## config.mk

```make
export PLATFORM = sky130hd
export DESIGN_NAME = colour_conversion_sequencer
export DESIGN_NICKNAME = d
export VERILOG_FILES = /design/src/rtl/colour_conversion_sequencer.sv
export SDC_FILE = /design/constraint.sdc
export NUM_CORES = 1
export LEC_CHECK = 0
export ABC_AREA = 1
export BUFFER_PORTS_ARGS = -buffer_cell sky130_fd_sc_hd__buf_2
export CAP_MARGIN = 20
export CORE_MARGIN = 2
export CORE_UTILIZATION = 40
export DETAILED_ROUTE_END_ITERATION = 6
export HOLD_SLACK_MARGIN = 0.15
export SETUP_SLACK_MARGIN = 0.15
export SLEW_MARGIN = 20
export SYNTH_ARGS = -nofsm -noshare
export SYNTH_HDL_FRONTEND = slang
export SYNTH_SLANG_ARGS = --single-unit
```

## constraint.sdc

```tcl
create_clock -name clk -period 1.9 [get_ports clk]
set_clock_uncertainty 0.1 [all_clocks]
set_input_delay 0 -clock clk [delete_from_list [all_inputs] [get_ports clk]]
set_output_delay 0 -clock clk [all_outputs]
set_load 0.005 [all_outputs]
```

## src/rtl/colour_conversion_sequencer.sv

```systemverilog
// YUV->RGB conversion sequencer: walks NCH channel reads per pixel, PIX_PER_GRP pixels per group, NUM_GROUPS per frame.
// Optional macro CCS_STALL_EN: honour mem_ready stalls; when undefined the cadence is a fixed SLOTS cycles per group.
module colour_conversion_sequencer #(
  parameter int NCH         = 3,
  parameter int PIX_PER_GRP = 2,
  parameter int NUM_GROUPS  = 38400,
  parameter int WAIT_CYCLES = 1,
  parameter int GCNT_W      = 16,
  localparam int SLOTS  = NCH * PIX_PER_GRP,
  localparam int CH_W   = (NCH > 1) ? $clog2(NCH) : 1,
  localparam int PIX_W  = (PIX_PER_GRP > 1) ? $clog2(PIX_PER_GRP) : 1,
  localparam int SLOT_W = (SLOTS > 1) ? $clog2(SLOTS) : 1,
  localparam int WC_W   = (WAIT_CYCLES > 1) ? $clog2(WAIT_CYCLES) : 1
) (
  input  logic              clk,
  input  logic              rst,
  input  logic              start,
  input  logic              mem_ready,
  output logic              clear,
  output logic              busy,
  output logic [CH_W-1:0]   ch_sel,
  output logic [PIX_W-1:0]  pix_sel,
  output logic [SLOTS-1:0]  ld_en,
  output logic              wr_en,
  output logic              temp_en,
  output logic              conv_en,
  output logic [GCNT_W-1:0] grp_cnt,
  output logic              done
);

  typedef enum logic [1:0] {S_IDLE, S_WAIT, S_READ, S_DONE} state_t;

  state_t             state_q, state_d;
  logic [SLOT_W-1:0]  slot_q, slot_d;
  logic [CH_W-1:0]    ch_q, ch_d;
  logic [PIX_W-1:0]   pix_q, pix_d;
  logic [WC_W-1:0]    wait_q, wait_d;
  logic [GCNT_W-1:0]  grp_q, grp_d;
  logic               rdy;

`ifdef CCS_STALL_EN
  assign rdy = mem_ready;
`else
  logic unused_mem_ready;
  assign unused_mem_ready = mem_ready;
  assign rdy = 1'b1;
`endif

  always_ff @(posedge clk or negedge rst) begin
    if (!rst) begin
      state_q <= S_IDLE;
      slot_q  <= '0;
      ch_q    <= '0;
      pix_q   <= '0;
      wait_q  <= '0;
      grp_q   <= '0;
    end else begin
      state_q <= state_d;
      slot_q  <= slot_d;
      ch_q    <= ch_d;
      pix_q   <= pix_d;
      wait_q  <= wait_d;
      grp_q   <= grp_d;
    end
  end

  always_comb begin
    state_d = state_q;
    slot_d  = slot_q;
    ch_d    = ch_q;
    pix_d   = pix_q;
    wait_d  = wait_q;
    grp_d   = grp_q;
    clear   = 1'b0;
    busy    = 1'b0;
    ch_sel  = '0;
    pix_sel = '0;
    ld_en   = '0;
    wr_en   = 1'b0;
    temp_en = 1'b0;
    conv_en = 1'b0;
    done    = 1'b0;

    case (state_q)
      S_IDLE: begin
        clear = 1'b1;
        if (start) begin
          state_d = S_WAIT;
          grp_d   = '0;
          slot_d  = '0;
          ch_d    = '0;
          pix_d   = '0;
          wait_d  = '0;
        end
      end
      S_WAIT: begin
        busy = 1'b1;
        if (wait_q == WC_W'(WAIT_CYCLES - 1)) begin
          state_d = S_READ;
          wait_d  = '0;
        end else begin
          wait_d = wait_q + WC_W'(1);
        end
      end
      S_READ: begin
        busy    = 1'b1;
        ch_sel  = ch_q;
        pix_sel = pix_q;
        // A stalled slot drives no strobes and holds its position.
        if (rdy) begin
          ld_en   = SLOTS'(1) << slot_q;
          wr_en   = ~slot_q[0];
          temp_en = slot_q[0];
          if (slot_q == SLOT_W'(SLOTS - 1)) begin
            conv_en = 1'b1;
            slot_d  = '0;
            ch_d    = '0;
            pix_d   = '0;
            grp_d   = grp_q + GCNT_W'(1);
            if (grp_q == GCNT_W'(NUM_GROUPS - 1))
              state_d = S_DONE;
          end else begin
            slot_d = slot_q + SLOT_W'(1);
            if (ch_q == CH_W'(NCH - 1)) begin
              ch_d  = '0;
              pix_d = pix_q + PIX_W'(1);
            end else begin
              ch_d = ch_q + CH_W'(1);
            end
          end
        end
      end
      S_DONE: begin
        done    = 1'b1;
        state_d = S_IDLE;
      end
      default: state_d = S_IDLE;
    endcase
  end

  assign grp_cnt = grp_q;

endmodule

```

==> reports/qor.yml <==
diodes: 0
r2r_setup_slack_ns: 0.23
synth_fp_nets: 230
io_pins: 35
critPathBufInv: 3
end_kind: "flop"
synth_area_leaders: "dfrtp_1 38%, nand2_1 16%, nor2_1 7.2%"
portBuffers: 33
synth.distinct_cells: 25
vias: 1488
synth_area_per_cell_um2: 7.14
crit_fanout: 8
cp_cell_sequence: "inv_2 > ha_4 > inv_4 > o21ai_4 > nand2_8 > inv_6 > nand2_4 > a21boi_1"
synthCells: 220
grt_pass1_wl_um: 5920
area_delta_synth_final_pct: 24.4
path_clk_slew_ns: 0.09
detail-route-antenna-nets: 0
drv_slew: 0
dpl.hpwl_um: 2580
die_area_um2: 4450
rsz0062_at_grt: "no"
fmax_mhz: 598
rr_worst_depth: 8
grt_use_total_pct: 17.2
dp_cells: 304
clk_latency_ns: 0.27
wl_per_cell_um: 11.2
peakVddDrop_mv: 0.792
reg2reg_from: "state_q[0]"
hold_path_class: "input pin to asynchronous set/reset pin"
nets: 275
worstPathArrival_ns: 1.73
p_per_area_nw_per_um2: 1050
first_pass_iters: 4
cts.sink_count: 24
cts_buffers: 3
syn-cell-area_um2: 1570
htree_levels: 1
rows: 22
finalSetupViolations: 0
finalNonFillerCells: 312
grt_max_degree: 25
place.gp.congestion: 0.803
cts_tree: "built"
fin_setup_tns_ns: 0
critical_path_class: "flop to flop"
status: "completed"
r2r_end: "grp_cnt[6]"
drv_cap: 0
crit_family: "flip-flops"
antenna_found_initial: 0
cts-root-buf: "clkbuf_8"
totalPowerFinal_mw: 2.05
core_um2: 3720
ys_seq_area_share_pct: 38.2
via_per_inst: 4.77
worstMarginPinSlew_ns: 0.549
clockBufferDepth: 2
worst_path_max_delay_cell: "dfrtp_1"
grt_overflow: 0
hold_viol: 0
grt_pass1_vias: 1360
die_y_um: 66.7
slowest_delay_ns: 0.41
yosysWarnings: 0
fp.dieW_um: 66.7
cellLeakagePower_nw: 1.07
first_iter_violations: 59
synth_area_leader_cell: "dfrtp_1"
drc: 0
drive_above_1_share_pct: 23.9
crit_required_ns: 1.96
fin_hold_ws_ns: 0.142
slew-limit-headroom_pct: 63.4
start_kind: "flop"
wirelength_um: 3490
synth_top_area_share_pct: 38.2
finalCritPeriodShare_pct: 88.1
finalCriticalPeriod_ns: 1.67
initial_core_util_pct: 42.3
ys_seq_elements: 24
## registers in the layout (all words and copies together) (netlist names)
name	flops
ch_q	2
state_q	2
grp_cnt	16
pix_q	1
slot_q	3
## through the flow
stage	area [µm²]	worst slack (ns)	util (%)
after global placement	1820	0.135	48.9
after floorplan	1570	0.220	-
after detailed placement	1820	0.106	48.9
final	1950	0.227	52.6
after global routing	1950	0.146	52.6
after CTS	1920	0.208	51.5
## synthesized netlist by cell type
cell	count
a21boi_1	1
a21oi_1	9
buf_4	1
buf_6	2
clkbuf_1	1
dfrtp_1	24
ha_1	6
inv_1	27
inv_4	2
nand2_1	67
nand2_2	1
nand2_4	1
nand2_8	1
nand3_1	19
nand4_1	6
nor2_1	30
nor2_4	2
nor2_8	1
nor3_1	5
o21ai_0	5
o21ai_1	2
o21ai_4	1
o31ai_1	2
or2_2	3
xnor2_1	1
## final cells by class
cell class | count | area, µm²
Clock buffer | 4 | 55.1
Fill cell | 384 | 1760
Inverter | 29 | 116
Multi-Input combinational cell | 163 | 853
Sequential cell | 24 | 601
Tap cell | 48 | 60.1
Timing Repair Buffer | 44 | 269
## worst max-delay path by stage
stage / startpoint / endpoint / slack, ns / cells past startpoint
finish: state_q[0] / grp_cnt[6] / 0.23 / 8
global route: state_q[0] / grp_cnt[12] / 0.15 / 9
CTS: state_q[0] / grp_cnt[6] / 0.21 / 8
detailed placement: state_q[0] / grp_cnt[6] / 0.11 / 8
global placement: state_q[0] / grp_cnt[6] / 0.14 / 8
floorplan: state_q[0] / grp_cnt[6] / 0.22 / 9
## cells in the final DEF (no fill, tap or decap), drive strengths merged, types with 2 or more instances in the layout
cell type    count
nand3           19
dfrtp           24
a21oi            9
dlygate4sd3      2
inv             29
or2              3
ha               6
buf             42
nor2            33
nand4            6
clkbuf           4
nor3             5
nand2           70
o31ai            2
o21ai            8
## what timing repair did
| action | CTS | global route |
|---|---|---|
| gates resized for setup | 5 | 4 |
| buffers inserted | 0 | 2 |
| setup endpoints to repair | 11 | 9 |
| pin swaps | 0 | 2 |
| hold buffers | 2 | 0 |
| endpoints found under the hold margin | 27 | 0 |
## routing by layer
metal	vias to the layer above	part of all wire, %	GRT usage [%]
met1	668	46	21.6
met3	2	4.1	3.55
li1	784	-	-
met2	34	49	30.1
met5	-	0	0
met4	0	0.20	3.57
## cells by family after synthesis
family | synth area share [%]
adder cells (fa/ha/maj) | 4.78
buffers and inverters | 9.39
AO/OA/AOI/OAI | 7.56
XOR/XNOR | 0.557
flip-flops | 38.2
AND/OR/NAND/NOR | 39.5
## where the power goes
group          switching (mW)  internal (mW)  leakage, nW
clock network           0.165          0.185       0.0288
registers              0.0613          0.563        0.330
logic                   0.642          0.436        0.708
total                   0.868           1.18         1.07
(Power assumes the default switching activity.)
